==> src/rtl/grf_wb_arbiter.sv <==
// GRF write-port arbiter: the pipeline writeback always wins; multi-cycle results wait in an
// in-order queue and drain on idle port cycles. Queued registers are reported busy for decode.
module grf_wb_arbiter #(
  parameter int DEPTH = 4
) (
  input  logic                     clk,
  input  logic                     reset,
  input  logic                     p_we,
  input  logic [4:0]               p_a3,
  input  logic [31:0]              p_wd,
  input  logic [31:0]              p_pc,
  input  logic                     m_valid,
  output logic                     m_ready,
  input  logic [4:0]               m_a3,
  input  logic [31:0]              m_wd,
  input  logic [31:0]              m_pc,
  input  logic [4:0]               q_rs,
  input  logic [4:0]               q_rt,
  output logic                     q_busy_rs,
  output logic                     q_busy_rt,
  output logic                     grf_we,
  output logic [4:0]               grf_a3,
  output logic [31:0]              grf_wd,
  output logic [31:0]              grf_pc,
  output logic [$clog2(DEPTH):0]   pending
);
  localparam int AW = $clog2(DEPTH);

  // Handshake: an m-result transfers on a rising edge where m_valid && m_ready.
  // m_ready depends only on occupancy and reset, never on m_valid or a same-cycle dequeue.

  logic [AW-1:0]    head_q, head_d, tail_q, tail_d;
  logic [AW:0]      count_q, count_d;
  logic [DEPTH-1:0] live_q, live_d;
  logic [4:0]       a3_q [DEPTH];
  logic [31:0]      wd_q [DEPTH];
  logic [31:0]      pc_q [DEPTH];

  logic full, empty, p_wr, head_live, enq, deq;
  logic busy_rs_st, busy_rt_st;

  assign full      = (count_q == (AW+1)'(DEPTH));
  assign empty     = (count_q == '0);
  assign p_wr      = p_we && (p_a3 != 5'd0);
  assign head_live = !empty && live_q[head_q];
  assign m_ready   = !full && !reset;
  assign enq       = m_valid && m_ready;
  // A live head yields to the pipeline; a dead head is dropped on any cycle.
  assign deq       = !reset && !empty && !(head_live && p_wr);
  assign pending   = count_q;

  always_comb begin
    grf_we = 1'b0;
    grf_a3 = 5'd0;
    grf_wd = 32'd0;
    grf_pc = 32'd0;
    if (!reset) begin
      if (p_wr) begin
        grf_we = 1'b1;
        grf_a3 = p_a3;
        grf_wd = p_wd;
        grf_pc = p_pc;
      end else if (head_live) begin
        grf_we = 1'b1;
        grf_a3 = a3_q[head_q];
        grf_wd = wd_q[head_q];
        grf_pc = pc_q[head_q];
      end
    end
  end

  // Supersede stored entries first; the entry enqueued this edge is younger and is written last.
  always_comb begin
    live_d = live_q;
    if (p_wr) begin
      for (int i = 0; i < DEPTH; i++) begin
        if (a3_q[i] == p_a3) live_d[i] = 1'b0;
      end
    end
    if (deq) live_d[head_q] = 1'b0;
    if (enq) live_d[tail_q] = (m_a3 != 5'd0);
  end

  always_comb begin
    head_d  = deq ? AW'(head_q + 1'b1) : head_q;
    tail_d  = enq ? AW'(tail_q + 1'b1) : tail_q;
    case ({enq, deq})
      2'b10:   count_d = count_q + 1'b1;
      2'b01:   count_d = count_q - 1'b1;
      default: count_d = count_q;
    endcase
  end

  always_comb begin
    busy_rs_st = 1'b0;
    busy_rt_st = 1'b0;
    for (int i = 0; i < DEPTH; i++) begin
      if (live_q[i] && (a3_q[i] == q_rs)) busy_rs_st = 1'b1;
      if (live_q[i] && (a3_q[i] == q_rt)) busy_rt_st = 1'b1;
    end
  end

  assign q_busy_rs = !reset && (q_rs != 5'd0) && (busy_rs_st || (m_valid && (m_a3 == q_rs)));
  assign q_busy_rt = !reset && (q_rt != 5'd0) && (busy_rt_st || (m_valid && (m_a3 == q_rt)));

  always_ff @(posedge clk) begin
    if (reset) begin
      head_q  <= '0;
      tail_q  <= '0;
      count_q <= '0;
      live_q  <= '0;
    end else begin
      head_q  <= head_d;
      tail_q  <= tail_d;
      count_q <= count_d;
      live_q  <= live_d;
    end
  end

  // Payload needs no reset: it is only observed through live/occupancy.
  always_ff @(posedge clk) begin
    if (enq) begin
      a3_q[tail_q] <= m_a3;
      wd_q[tail_q] <= m_wd;
      pc_q[tail_q] <= m_pc;
    end
  end
endmodule

==> config.mk <==
export PLATFORM = sky130hd
export DESIGN_NAME = grf_wb_arbiter
export DESIGN_NICKNAME = d
export VERILOG_FILES = /design/src/rtl/grf_wb_arbiter.sv
export SDC_FILE = /design/constraint.sdc
export NUM_CORES = 1
export LEC_CHECK = 0
export CORE_MARGIN = 3
export CORE_UTILIZATION = 30
export DETAILED_ROUTE_END_ITERATION = 7
export PLACE_DENSITY = 0.63
export SLEW_MARGIN = 5
export SYNTH_ARGS = -nofsm -noshare
export SYNTH_HDL_FRONTEND = slang
export SYNTH_SLANG_ARGS = --single-unit
==> constraint.sdc <==
create_clock -name clk -period 3.4 [get_ports clk]
set_input_delay 0.51 -clock clk [delete_from_list [all_inputs] [get_ports clk]]
set_output_delay 0.51 -clock clk [all_outputs]
set_load 0.01 [all_outputs]
Word level (Yosys, flattened, before mapping)
Memories as Yosys holds them, arrays and structs flattened. A register that Yosys moved wholly into a read port is not among the register bits.
Index checks and enable logic that the tools add are counted.

storage, ports and cells
  logic and storage cells = 112
  bits in writable memories = 276
  input bits = 152
  memories = 3
  output and inout bits = 76
  register bits after elaboration = 11

memories
  name  words  width  rd ports  clocked after memory_dff  wr ports  line  source
  pc_q  4      32     1         1                         1         37    logic [31:0] pc_q [DEPTH];
  wd_q  4      32     1         1                         1         36    logic [31:0] wd_q [DEPTH];
  a3_q  4      5      5         1                         1         35    logic [4:0] a3_q [DEPTH];

operators by class
  bitwise gates (word level) = 2
  muxes and demuxes = 43
  $lt $le $gt $ge = 4
  equality and inequality tests = 17
  reduce and logical (&&, ||, !) cells = 35
  $add $sub $neg = 4

operators by type and width
  kind                                                         count
  2-to-1 mux 32 bit                                            6
  == test 5 bit                                                14
  logical AND 1 bit                                            23
  2-to-1 mux 1 bit                                             20
  nonzero test 5 bit                                           4
  2-to-1 mux 5 bit                                             3
  2-to-1 mux 2 bit                                             6
  2-to-1 mux 4 bit                                             3
  less-than comparator 2 x 3 -> 1 bit (second input constant)  2
  case mux 3 bit (2 select lines)                              1
  adder 2 x 1 -> 2 bit (second input constant)                 2
  AND 4 bit                                                    1
  bitwise mux 4 bit                                            1
  demux 1 bit (select 2 bit)                                   2
  >= comparator 2 x 1 -> 1 bit (second input constant)         2
  zero test 1 bit                                              4
  NOT 4 bit                                                    1
  adder 3 x 1 -> 3 bit (second input constant)                 1
  == test 3 bit (second input constant)                        1
  zero test 3 bit                                              1
  subtractor 3 x 1 -> 3 bit (second input constant)            1
  binary-select mux 1 bit (select 2 bit)                       1
  == test 2 x 1 -> 1 bit (second input constant)               1
  == test 2 bit (second input constant)                        1
  2 further kinds                                              3

Longest topological paths before layout
Gate-level depths: netlist of the first run.

  depth after elaboration = 9
  mapped depth = 11
  gate-level depth less buffers = 9

Worst setup path after synthesis of the first run
OpenSTA, ideal clock, no wires.

  kind = input-to-reg
  from = input reset
  to = memory a3_q[2][0] (enable)
  slack = 235 ps
  buffers on the path = 1
  required time = 2977 ps
  stages on the path = 5
  data arrival time = 2742 ps
  setup time = 423 ps
  path through = clkbuf_1 > nand2b_1 > a21oi_1 > nand2_1 > inv_1

on the way
  word-level cells in the longest chain between the ends = 5

ends and longest elaborated chain
  item                                    line  source
  from (decl)                             7     input logic reset,
  zero test 1 bit                         46    assign m_ready = !full && !reset;
  logical AND 1 bit                       46
  logical AND 1 bit                       47    assign enq = m_valid && m_ready;
  2-to-1 mux 1 bit                        122   if (enq) begin
  2-to-1 mux 1 bit (not written as such)  123   a3_q[tail_q] <= m_a3;
  to (decl)                               35

Every way passes these cells.

Final worst setup path of the first run
  from = input p_a3[0]
  to = output grf_a3[1]

on the way
  word-level cells in the longest chain between the ends = 4

ends and longest elaborated chain
  item                line  source
  from (decl)         9     input logic [4:0] p_a3,
  nonzero test 5 bit  44    assign p_wr = p_we && (p_a3 != 5'd0);
  logical AND 1 bit   44
  2-to-1 mux 5 bit    58    if (p_wr) begin
  2-to-1 mux 5 bit    57    if (!reset) begin
  to (decl)           22    output logic [4:0] grf_a3,

Every way passes these cells.

==> results.cfg, run 1 <==
[worst_setup_path]
r2r-start = head_q[0]
start_kind = primary input
crit_start = p_a3[0]
crit_type = in -> out
ff2ff_path_depth = 8
cp.arrival_ps = 2830
crit_required_ps = 2890
cp-end-kind = output port
r2r_end = pending[2]
path_max_fanout = 12
cp-endpoint = grf_a3[1]
r2r_slack_ps = 740

[detailed_routing]
drt_iter0_drc = 370
drc = 0
wirelength_um = 31100
num_vias = 7672
viasPerCell = 4.813
drt-pass1-iter-count = 5
drt.antenna.violating_nets = 0
routedWlPerCell_um = 19.51

[synthesis]
ys.warnings.count = 0
synth-adder-area-share_pct = 1.058
synth_compound_area_share_pct = 4.101
synth_area_sq_um = 12540
synthSimpleGateAreaFrac_pct = 6.595
synth-seq-cells = 289
ys_types = 35
yosys.area_share.xor_xnor_pct = 5.169
synthCells = 797
syn-num-nets = 959
synth_mux_area_share_pct = 12.57
synth_seq_area_share_pct = 68.17
avgSynthCellArea_sq_um = 15.73
synth_top_family_by_area = multiplexers

[floorplan]
ios = 228
dieHeight_um = 210.4
initial_core_util_pct = 30.57
dieArea_sq_um = 44290
die_x_um = 210.4
fp-row-count = 74
coreArea_sq_um = 41020

[place]
io_buffers = 227
gp_congestion = 0.8550
dp_hpwl_um = 20830

[hold_path]
hold_path_depth = 2
min_path_type = reg -> reg

[clock_network]
holdBufCountCts = 0
cts_tree = done
worstSkewPairLatency_ps = 550
path_clk_slew_ps = 60
cts_max_level = 1
cts_buffer_depth = 3
cts_sinks = 289
numCtsBuffers = 30
root_buffer = clkbuf_16

[layout]
final_util_pct = 41.10
area_delta_synth_final_pct = 34.44
nets = 1202
antennaDiodeCount = 0
drive_gt1_share_pct = 15.16

[global_route]
overflow = 0
grt_usage_pct = 13.82
grt_pass1_wl_um = 47420
antenna_found_initial = 2
grt_max_degree = 46
grt_pass1_vias = 8079

[timing]
finalMaxSlewViolations = 0
layout_min_cycle_time_ps = 3344
hold_violations = 0
setup_violations = 0
rsz0062_at_grt = false
clock.fmax_ghz = 0.2990
maxSlewHeadroom_pct = 57.83
fin_tns_setup_ps = 0
period_share_pct = 98.35
fin_hold_ws_ps = 545.3
clock_skew_ps = 17.56
worst_pin_slew_ps = 632.6

[power_and_ir_drop]
total_power_mw = 9.600
p_leak_nw = 6.391
vdd.ir_drop.worst_uv = 359.3
power_density_nw_per_um2 = 569.4

[status]
run_status = completed

[run]
maxCapViolations = 0
## power by group
| group | internal (mW) | switching (mW) |
|---|---|---|
| registers | 4.09 | 0.189 |
| logic | 1.22 | 0.969 |
| clock network | 1.84 | 1.29 |
| total | 7.15 | 2.45 |
## per-layer routing
| layer | vias to the layer above | share of wire, % | track usage [%] |
|---|---|---|---|
| li1 | 3504 | - | - |
| met4 | 4 | 2.8 | 3.788 |
| met1 | 3884 | 43 | 18.39 |
| met3 | 56 | 5.9 | 2.783 |
| met2 | 224 | 48 | 23.24 |
| met5 | - | 0.058 | 0 |
## state kept, by name (all words and copies together) (netlist names), named ones only
signal / cells
wd_q: 128
pending: 3
a3_q: 20
live_q: 4
tail_q: 2
pc_q: 128
head_q: 2
## cell families (layout without fill, tap and decap cells)
family          count (synthesis)  in the layout
compound gates                 93             93
fa+ha+maj                      10             10
simple gates                  191            191
xor+xnor                       74             74
mux                            70             70
buf+inv                        70            335
flops                         289            289
## cell usage after synthesis
master / count / area [sq um]
or4_4: 1 / 11.26
xor2_1: 54 / 473.0
a21o_1: 1 / 7.510
clkbuf_1: 39 / 146.4
inv_1: 13 / 48.80
nand4_1: 4 / 25.02
or3_1: 1 / 6.260
o21bai_1: 3 / 22.52
buf_1: 4 / 15.01
a211oi_4: 1 / 20.02
mux4_2: 70 / 1577
xnor2_1: 20 / 175.2
o21ai_0: 1 / 5.000
fa_1: 1 / 20.02
ha_1: 9 / 112.6
or4_1: 3 / 22.52
o21ai_2: 1 / 8.760
nand4b_1: 4 / 35.03
a31oi_1: 6 / 37.54
and2_1: 4 / 25.02
o21a_1: 1 / 7.510
o31ai_1: 2 / 15.01
o22ai_1: 4 / 25.02
dfxtp_1: 13 / 260.3
buf_2: 12 / 60.06
buf_6: 2 / 22.52
edfxtp_1: 276 / 8288
nor3_1: 5 / 25.02
nor2_1: 7 / 26.28
nor4_1: 10 / 62.56
a21oi_1: 73 / 365.4
nand2_1: 144 / 540.5
nand2b_1: 2 / 12.51
nand3_1: 2 / 10.01
and3_1: 4 / 25.02
## timing repair
item	4_1_cts	5_1_grt
buffers inserted	0	1
resized for setup	6	56
setup endpoints to repair	25	58
## layout by cell type, fill, tap and decap left out, drive strengths merged, types with 4 or more instances in the layout
cell,Yosys,layout
dlymetal6s2s,0,55
or4,4,4
o22ai,4,4
nand4,4,4
dlygate4sd2,0,4
xor2,54,54
clkdlybuf4s50,0,168
clkinv,0,15
nor3,5,5
edfxtp,276,276
inv,13,9
nor2,7,7
xnor2,20,20
and2,4,4
nand4b,4,4
mux4,70,70
a31oi,6,6
and3,4,4
clkbuf,39,39
a21oi,73,73
ha,9,9
dfxtp,13,13
nand2,144,144
nor4,10,10
buf,18,41
## per-stage QoR
stage               instance area (sq um)  instances  setup slack [ps]
floorplan                           12540        797             235.4
global placement                    15740       1539            -40.85
detailed placement                  15740       1539            -41.68
CTS                                 16690       1593             13.20
global route                        16860       1594             1.277
finish                              16860       1594             55.97
## how the worst min path moves through the flow
stage | startpoint | to | slack, ps
2_1_floorplan | live_q[1] | live_q[1] | 490
3_3_place_gp | tail_q[1] | tail_q[1] | 530
3_5_place_dp | tail_q[1] | tail_q[1] | 540
4_1_cts | m_pc[9] | pc_q[2][9] | 540
5_1_grt | m_wd[12] | wd_q[0][12] | 570
6_report | tail_q[1] | tail_q[1] | 550
## final cells by class
class / instances / area, sq um
Fill cell: 3790 / 24160
Clock buffer: 39 / 784.5
Tap cell: 532 / 665.6
Timing Repair Buffer: 268 / 2928
Inverter: 13 / 53.80
Sequential cell: 289 / 8556
Multi-Input combinational cell: 438 / 3715
Clock inverter: 15 / 156.4
## critical path: stages
cell and delay, ps:
clkdlybuf4s50_1 470, or4_4 580, o21ai_4 160, buf_12 170, a21o_4 160, buf_4 200
a21oi_1 90, clkdlybuf4s50_1 490
No activity file was read; power rests on OpenSTA's default activity.
==> run 2: changes to the inputs <==
- HOLD_SLACK_MARGIN: not set -> 0.1
==> results of run 2 <==
The final DEF is identical to that of run 1; final timing and power are the same.
==> run 3: changes to the inputs <==
- PLACE_DENSITY: 0.63 -> 0.48
==> results.cfg, run 3 (synthesized netlist as in run 1, its figures left out) <==
[worst_setup_path]
cp.arrival_ps = 2920
crit_required_ps = 2890
path_cells = clkdlybuf4s50_1, or4_4, o21ai_4, buf_4, buf_4, nand2_1, a21oi_1, clkdlybuf4s50_1
cpPeakStageDelay_ps = 570
cp-end-kind = output port
path_max_fanout = 11
critPathSlowestCell = or4_4
cp.buffers_inverters = 4
path_depth = 8
r2r_slack_ps = 690
start_kind = primary input
critical_path.top_delay_family = buffers and inverters
ff2ff_path_depth = 8
crit_type = in -> out

[detailed_routing]
wirelength_um = 32970
drt.antenna.violating_nets = 0
drt_iter0_drc = 401
viasPerCell = 4.719
num_vias = 7583
drt-pass1-iter-count = 4
drc = 0
routedWlPerCell_um = 20.52

[layout]
area_delta_synth_final_pct = 35.73
drive_gt1_share_pct = 16.29
layout_common_cells = edfxtp_1 (276), clkdlybuf4s50_1 (159), nand2_1 (144)
layout_commonest_cell = edfxtp_1
top_regs = pc_q x128, wd_q x128, a3_q x20
nFillCells = 3819
stdcell_area_sq_um = 17020
multi_input_area_sq_um = 3721
regArea_sq_um = 8556
nets = 1212

[global_route]
antenna_found_initial = 4
grt_max_degree = 49
grt_pass1_wl_um = 49420
grt_pass1_vias = 7973
overflow = 0
grt_usage_pct = 14.64

[timing]
finalMaxSlewViolations = 0
setup_violations = 2
layout_min_cycle_time_ps = 3430
clock_skew_ps = 16.71
maxSlewHeadroom_pct = 62.85
rsz0062_at_grt = true
worst_pin_slew_ps = 553.1
hold_violations = 0
fin_tns_setup_ps = -54.18
period_share_pct = 100.9
fin_hold_ws_ps = 546.4
clock.fmax_ghz = 0.2915
setup_slack_ps = -30.50

[power_and_ir_drop]
p_seq_share_pct = 42.7
power_density_nw_per_um2 = 580.1
p_leak_nw = 6.448
pwr-share-comb_pct = 22.7
power_frac_clock_pct = 34.6
total_power_mw = 9.874
p_int_mw = 7.315
p_sw_mw = 2.559
swShare_pct = 25.92
vdd.ir_drop.worst_uv = 271.0

[clock_network]
cts_buffer_depth = 3
cts_max_level = 2
root_buffer = clkbuf_16
cts_sinks = 289
path_clk_slew_ps = 60
worstSkewPairLatency_ps = 520
cts_tree = done
holdBufCountCts = 0
numCtsBuffers = 35

[floorplan]
ios = 228
dieArea_sq_um = 44290
die_x_um = 210.4
coreArea_sq_um = 41020
dieHeight_um = 210.4
initial_core_util_pct = 30.57
fp-row-count = 74

[place]
io_buffers = 227
gp_congestion = 0.8012
placed_area_sq_um = 15800
dp_hpwl_um = 21210

[status]
run_status = complete, but fails checks
violations = setup timing

[hold_path]
min_path_type = reg -> reg
hold_path_depth = 2

[run]
maxCapViolations = 0
## run 3: changes by cell type in the layout (fill, tap and decap cells not counted), moves of 3 or more
cell             delta
dlygate4sd2_1      +15
clkdlybuf4s50_1     -9
clkbuf_16           +7
dlymetal6s2s_1      -6
buf_4               +4
buf_12              +3
## run 3: routing by layer
metal,GRT usage (%),share of wire (%),up-vias
met5,0,0.12,-
met4,3.095,1.5,6
met3,3.691,5.7,44
met2,23.75,47,175
met1,20.15,46,3826
li1,-,-,3532
## run 3: stage by stage
stage | instances | worst slack [ps] | utilization [%]
final | 1607 | -30.50 | 41.50
after global routing | 1606 | -107.3 | 41.49
after CTS | 1603 | 0.2960 | 41.05
after detailed placement | 1542 | -90.18 | 38.52
after global placement | 1542 | -79.40 | 38.52
after floorplan | 797 | 235.4 | -
## run 3: layout make-up
cell class / count / share of cell area, %
multi-input combinational: 438 / 21.86
inverter: 13 / 0.3161
clock buffer: 45 / 5.491
timing repair buffer: 273 / 17.39
sequential: 289 / 50.27
tap: 532 / 3.911
clock inverter: 16 / 0.7498
antenna: 1 / 0.01470
## run 3: tightest hold or removal path, cell delays in order (launching register included)
cell     delay (ps)
dfxtp_1         330
inv_1           100
o31ai_1          80
## run 3: power groups by stage
stage	clock network [mW]	registers [mW]	logic, mW
final	3.42	4.22	2.24
after global routing	3.70	4.24	2.46
after CTS	3.55	4.22	2.32
after detailed placement	0	4.30	2.32
after global placement	0	4.29	2.34
after floorplan	0	4.23	1.41
## run 3: worst paths after layout
check,to,start
max,grf_pc[25],p_a3[1]
max reg2reg,pending[2],head_q[0]
min,tail_q[1],tail_q[1]
min reg2reg,tail_q[1],tail_q[1]
## run 3: timing repair
item	4_1_cts	5_1_grt
buffers inserted	0	2
endpoints found under the setup margin	49	48
cloned	0	1
gates resized for setup	19	50
==> patch 1, RTL diff (config.mk and constraints of run 1) <==
Change the parameter `DEPTH` from 4 to 8.
--- a/src/rtl/grf_wb_arbiter.sv
+++ b/src/rtl/grf_wb_arbiter.sv
@@ -3,3 +3,3 @@
 module grf_wb_arbiter #(
-  parameter int DEPTH = 4
+  parameter int DEPTH = 8
 ) (
Ports: changed (resized pending); port bits go from 228 to 229. The function was not compared with the original's and may differ.
==> patch 1 against run 1 <==
Sequential cell count up 284. Count of clock-buffer cells in the layout up 33. Design area up 85%. Routed wire length up 94%. Clock power up 100%. Synthesized area up 96%. Power up 87%. Worst setup slack better by 0.017 ns.
==> patch 1: results (changes against run 1) <==
- Status: finished, final reports clean
- # fillers: 7,392 (+95%)
- Critical path type: primary input to primary output
- EDFF count, synth: 552 (+100%)
- Placer congestion estimate: 0.908 (+6.2%)
- Gr usage total: 13.9% (+0.081 points)
- Syn Nets: 1,462 (+52%)
- Met3 usage: 2.49% (-0.30 points)
- Final Cell Area: 31,200 um2 (+85%)
- DRC viols: 0 (unchanged)
- Synth cell count leaders: edfxtp_1, mux4_2, xor2_1
- Worst path arrival time: 2.82 ns (about the same)
- Main flop type after synthesis: edfxtp_1
- Initial antenna violation count: 4 (+2)
- Clock network power share: 35.4% (+2.8 points)
- Max Buffers Root-to-Sink: 3 (unchanged)
- Via count: 13.2k (+72%)
- Final clock skew: 0.0189 ns (+0.00133 ns)
- Pleak: 9.93 nW (+55%)
- Clock slew at reported path FFs: 0.06 ns (about the same)
- Synth area leaders: edfxtp_1, mux4_2, mux2i_1
- CTS Buf Count: 60 (+100%)
- Dpl ws: -0.140 ns (-0.0981 ns)
- M2 GR Usage: 23.6% (+0.41 points)
- Largest net degree at the start of global routing: 62 (+35%)
- Layout cell share with drive strength beyond 1: 25.9% (+11 points)
- Net Sw Power: 4.48 mW (+83%)
- Dpl hpwl: 36,600 um (+76%)
- Iter 0 DRT Violations: 862 (+130%)
- Number of global-route vias before repair: 14.1k (+74%)
- Routed wire length: 60,300 um (+94%)
- Placed Area: 29,100 um2 (+85%)
- Global-route wire length before repair: 89,900 um (+90%)
- Switch share: 24.9% (-0.56 points)
- GRT met1 Usage: 18.5% (+0.093 points)
- Yosys warns: 0 (unchanged)
- CP Max Fanout: 12 (unchanged)
- Top flop regs: pc_q: 256 flops, wd_q: 256 flops, a3_q: 40 flops
- Root buffer cell: clkbuf_16
- Post-synthesis async set-or-reset flop share: 0% (unchanged)
- Comb pwr: 3.48 mW (+59%)
- Netlist cell types: 47 (+34%)
- Slew margin rel.: 53.1% (-4.8 points)
- Worst path max stage delay: 0.57 ns
- Worst path slowest cell: or4_4
- Worst Hold Class: flip-flop to flip-flop
- NumNets Final: 1,785 (+49%)
- IO Port Bufs: 228 (+0.44%)
- VDD IR max: 0.352 mV (-2.1%)
- H-tree lvl count: 2 (+1)
- Initial DRT Pass Iterations: 5 (unchanged)
- Seq/Total Area, Yosys: 69.0% (+0.87 points)
- Worst-Skew Late Latency: 0.60 ns (+0.05 ns)
[patch 1: cell count changes after synthesis, sizes merged, moves of 8 or more]
| cell | before | now |
|---|---|---|
| a21oi | 73 | 10 |
| dfxtp | 13 | 21 |
| mux2i | 0 | 82 |
| a211oi | 1 | 66 |
| mux4 | 70 | 138 |
| buf | 18 | 50 |
| nand2 | 144 | 13 |
| nor4 | 10 | 28 |
| nand3 | 2 | 20 |
| nor3b | 0 | 8 |
| edfxtp | 276 | 552 |
| xnor2 | 20 | 44 |
| xor2 | 54 | 92 |
| nor2 | 7 | 83 |
[patch 1: metal layers]
| layer | wire, um | part of all wire [%] |
|---|---|---|
| met1 | 26200 | 44 |
| met2 | 29900 | 50 |
| met5 | 34 | 0.056 |
| met3 | 2830 | 4.7 |
| met4 | 1300 | 2.2 |
[patch 1: cells by family after synthesis]
group                      after synthesis  synth area share, %
adders and majority gates                6                0.335
and+or+nand+nor                        183                 3.65
muxes                                  221                 16.0
DFF                                    573                 69.0
buffers and inverters                   89                 2.17
AOI/OAI and AO/OA                       96                 3.96
xor gates and xnor gates               136                 4.84
[patch 1: per-stage QoR]
step	hold slack, ns	instances
2_1_floorplan	0.560	1304
3_3_place_gp	0.551	2608
3_5_place_dp	0.580	2608
4_1_cts	0.585	2730
5_1_grt	0.612	2734
6_report	0.581	2735
[patch 1: critical path, delay by kind of cell]
| family | cells | cell delay [ns] |
|---|---|---|
| AO/OA/AOI/OAI | 3 | 0.47 |
| buffers and inverters | 5 | 1.25 |
| AND/OR/NAND/NOR | 1 | 0.57 |
[patch 1: cell type report]
type                            instances  area share [%]
Sequential cell                       573            54.5
Multi-Input combinational cell        642            23.3
Timing Repair Buffer                  344            11.7
Clock buffer                           72            4.95
Tap cell                             1060            4.25
Clock inverter                         37            1.21
Inverter                                6          0.0961
Antenna cell                            1         0.00801
[patch 1: path summary, 6_finish.rpt]
check | end | cells after the start | slack (ns) | start
setup / recovery | grf_pc[17] | 9 | 0.07 | p_a3[0]
hold / removal | pending[3]$_SDFFE_PP0P_ | 2 | 0.58 | pending[3]$_SDFFE_PP0P_
hold reg to reg | pending[3]$_SDFFE_PP0P_ | 2 | 0.58 | pending[3]$_SDFFE_PP0P_
setup reg to reg | pending[3]$_SDFFE_PP0P_ | 12 | 0.73 | head_q[0]$_SDFFE_PP0N_
[patch 1: timing repair]
| action | 4_1_cts | 5_1_grt |
|---|---|---|
| cloned | 1 | 1 |
| pin swaps | 5 | 0 |
| resized for setup | 91 | 30 |
| endpoints found under the setup margin | 72 | 39 |
| setup buffers | 12 | 3 |
==> patch 2, RTL diff (settings of run 1) <==
Without the edit above. Make the reset (`reset`) asynchronous in one clocked block.
--- a/src/rtl/grf_wb_arbiter.sv
+++ b/src/rtl/grf_wb_arbiter.sv
@@ -105,3 +105,3 @@
 
-  always_ff @(posedge clk) begin
+  always_ff @(posedge clk or posedge reset) begin
     if (reset) begin
Behaviour: differs if reset is asserted again (counterexample within 4 cycles, from zero or initial values and one cycle with reset high); with reset held inactive, the same outputs for 4 cycles.
==> patch 2 against run 1 <==
Cell count is the same. Power increased by 18%. Critical path depth up 1. Global-route usage up 0.63 points. Synthesized area fell by 0.41%. Design area rose by 1.0%. Hold slack got worse by 0.0048 ns. Via count barely moved. Sequential cell count shrank 2. Worst setup slack gained 0.0069 ns. Sequential power rose by 4.9%. Routed wire length rose by 2.9%. Die area fell by 0.40%. Highest routed layer is now met4.
==> patch 2: results (changes against run 1) <==
- Pleak: 6.24 nW (-2.3%)
- Root buffer cell: clkbuf_16
- Max Buffers Root-to-Sink: 3 (unchanged)
- NumNets Final: 1,203 (+0.083%)
- Netlist cell types: 30 (-14%)
- Synth area leaders: edfxtp_1, mux4_2, nand2_1
- Dpl hpwl: 20,200 um (-2.9%)
- Synth Area in XOR/XNOR: 5.26% (+0.091 points)
- Switch share: 27.8% (+2.4 points)
- Post-synthesis async set-or-reset flop share: 3.83% (+3.8 points)
- Initial DRT Pass Iterations: 5 (unchanged)
- CP Max Fanout: 6 (-6)
- Initial antenna violation count: 0 (-2)
- Placer congestion estimate: 0.868 (+1.5%)
- CTS Buf Count: 34 (+13%)
- Status: finished, final reports clean
- H-tree lvl count: 2 (+1)
- Clock slew at reported path FFs: around 0.050 ns
- Iter 0 DRT Violations: 455 (+23%)
- Yosys warns: 0 (unchanged)
- Via-to-Cell Ratio: 4.82 (about the same)
- VDD IR max: 0.469 mV (+30%)
- Seq/Total Area, Yosys: 68.6% (+0.40 points)
- Worst-Skew Late Latency: 0.51 ns (-0.04 ns)
- Main flop type after synthesis: edfxtp_1
- Syn Nets: 949 (-1.0%)
- Number of global-route vias before repair: 8,182 (+1.3%)
- Layout cell share with drive strength beyond 1: 16.3% (+1.1 points)
- Number of diodes: 0 (unchanged)
- Top flop regs: pc_q: 128 flops, wd_q: 128 flops, a3_q: 20 flops
- Wire length per cell: 20.1 um (+2.9%)
- Post-Synth Adder-Cell Area: 1.06% (+0.0043 points)
- Global-route wire length before repair: 49,000 um (+3.3%)
- Largest net degree at the start of global routing: 73 (+59%)
- Synth cell count leaders: edfxtp_1, nand2_1, a21oi_1
- Worst path max stage delay: 0.56 ns (-0.02 ns)
- CP top delay family: buffers and inverters
- Gr usage total: 14.4% (+0.63 points)
- Worst path slowest cell: clkdlybuf4s50_1
- Worst path arrival time: 2.83 ns (about the same)
- Slew margin rel.: 59.3% (+1.4 points)
- Post-synthesis mux area share: 12.7% (+0.13 points)
- Post-synthesis compound-gate area fraction: 3.92% (-0.18 points)
- Final clock skew: 0.0148 ns (-0.00280 ns)
-- patch 2: stage by stage --
stage                     cells  instance area (um2)  power (mW)  setup slack [ns]  TNS (ns)
after floorplan             787                12500        6.55             0.460         0
after global placement     1531                15800        7.92            -0.153     -1.74
after detailed placement   1531                15800        7.96            -0.154     -2.51
after CTS                  1590                16900        11.5           0.00276         0
after global routing       1594                17000        12.0           0.00153         0
final                      1594                17000        11.4            0.0629         0
-- patch 2: worst paths after layout --
check / from / endpoint / slack [ns] / cells past startpoint
hold / removal: pending[2]$_DFFE_PP0P_ / pending[2]$_DFFE_PP0P_ / 0.54 / 1
setup / recovery: p_a3[3] / grf_pc[12] / 0.06 / 9
hold reg to reg: pending[2]$_DFFE_PP0P_ / pending[2]$_DFFE_PP0P_ / 0.54 / 1
min in group asynchronous: reset / live_q[2]$_DFF_PP0_ / 0.59 / 3
max in group asynchronous: reset / head_q[1]$_DFFE_PP0N_ / 2.61 / 3
setup reg to reg: head_q[0]$_DFFE_PP0N_ / pending[2]$_DFFE_PP0P_ / 1.03 / 8
-- patch 2: cell type report --
type                            count  area [um2]
Fill cell                        3707       24000
Sequential cell                   287        8570
Multi-Input combinational cell    432        3680
Timing Repair Buffer              272        2970
Clock buffer                       44         952
Tap cell                          532         666
Clock inverter                     13         138
Inverter                           14        57.6
-- patch 2: kinds of logic (layout without fill, tap and decap cells) --
logic type | Yosys count | after routing
flops | 287 | 287
simple gates | 188 | 188
compound gates | 88 | 88
xor+xnor | 75 | 75
mux | 71 | 71
buf+inv | 68 | 343
fa+ha+maj | 10 | 10
-- patch 2: metal layers --
metal,vias up,wire length [um],GRT usage (%)
li1,3481,-,-
met1,3922,13300,18.7
met2,224,16200,24.7
met3,49,1700,2.99
met4,0,730,4.30
met5,-,0,0
-- patch 2: timing repair --
| action | CTS | global route |
|---|---|---|
| gates cloned | 1 | 1 |
| setup buffers | 1 | 3 |
| hold endpoints to repair | 0 | 0 |
| pin swaps | 0 | 1 |
| gates resized for setup | 8 | 30 |
| setup endpoints to repair | 68 | 65 |
-- patch 2: power by group through the flow --
stage          Clock (mW)  Combinational [mW]  Sequential [mW]
3_5_place_dp            0                3.39             4.56
6_report             3.54                3.34             4.49
5_1_grt              3.80                3.64             4.52
2_1_floorplan           0                2.04             4.52
3_3_place_gp            0                3.38             4.54
4_1_cts              3.65                3.41             4.49
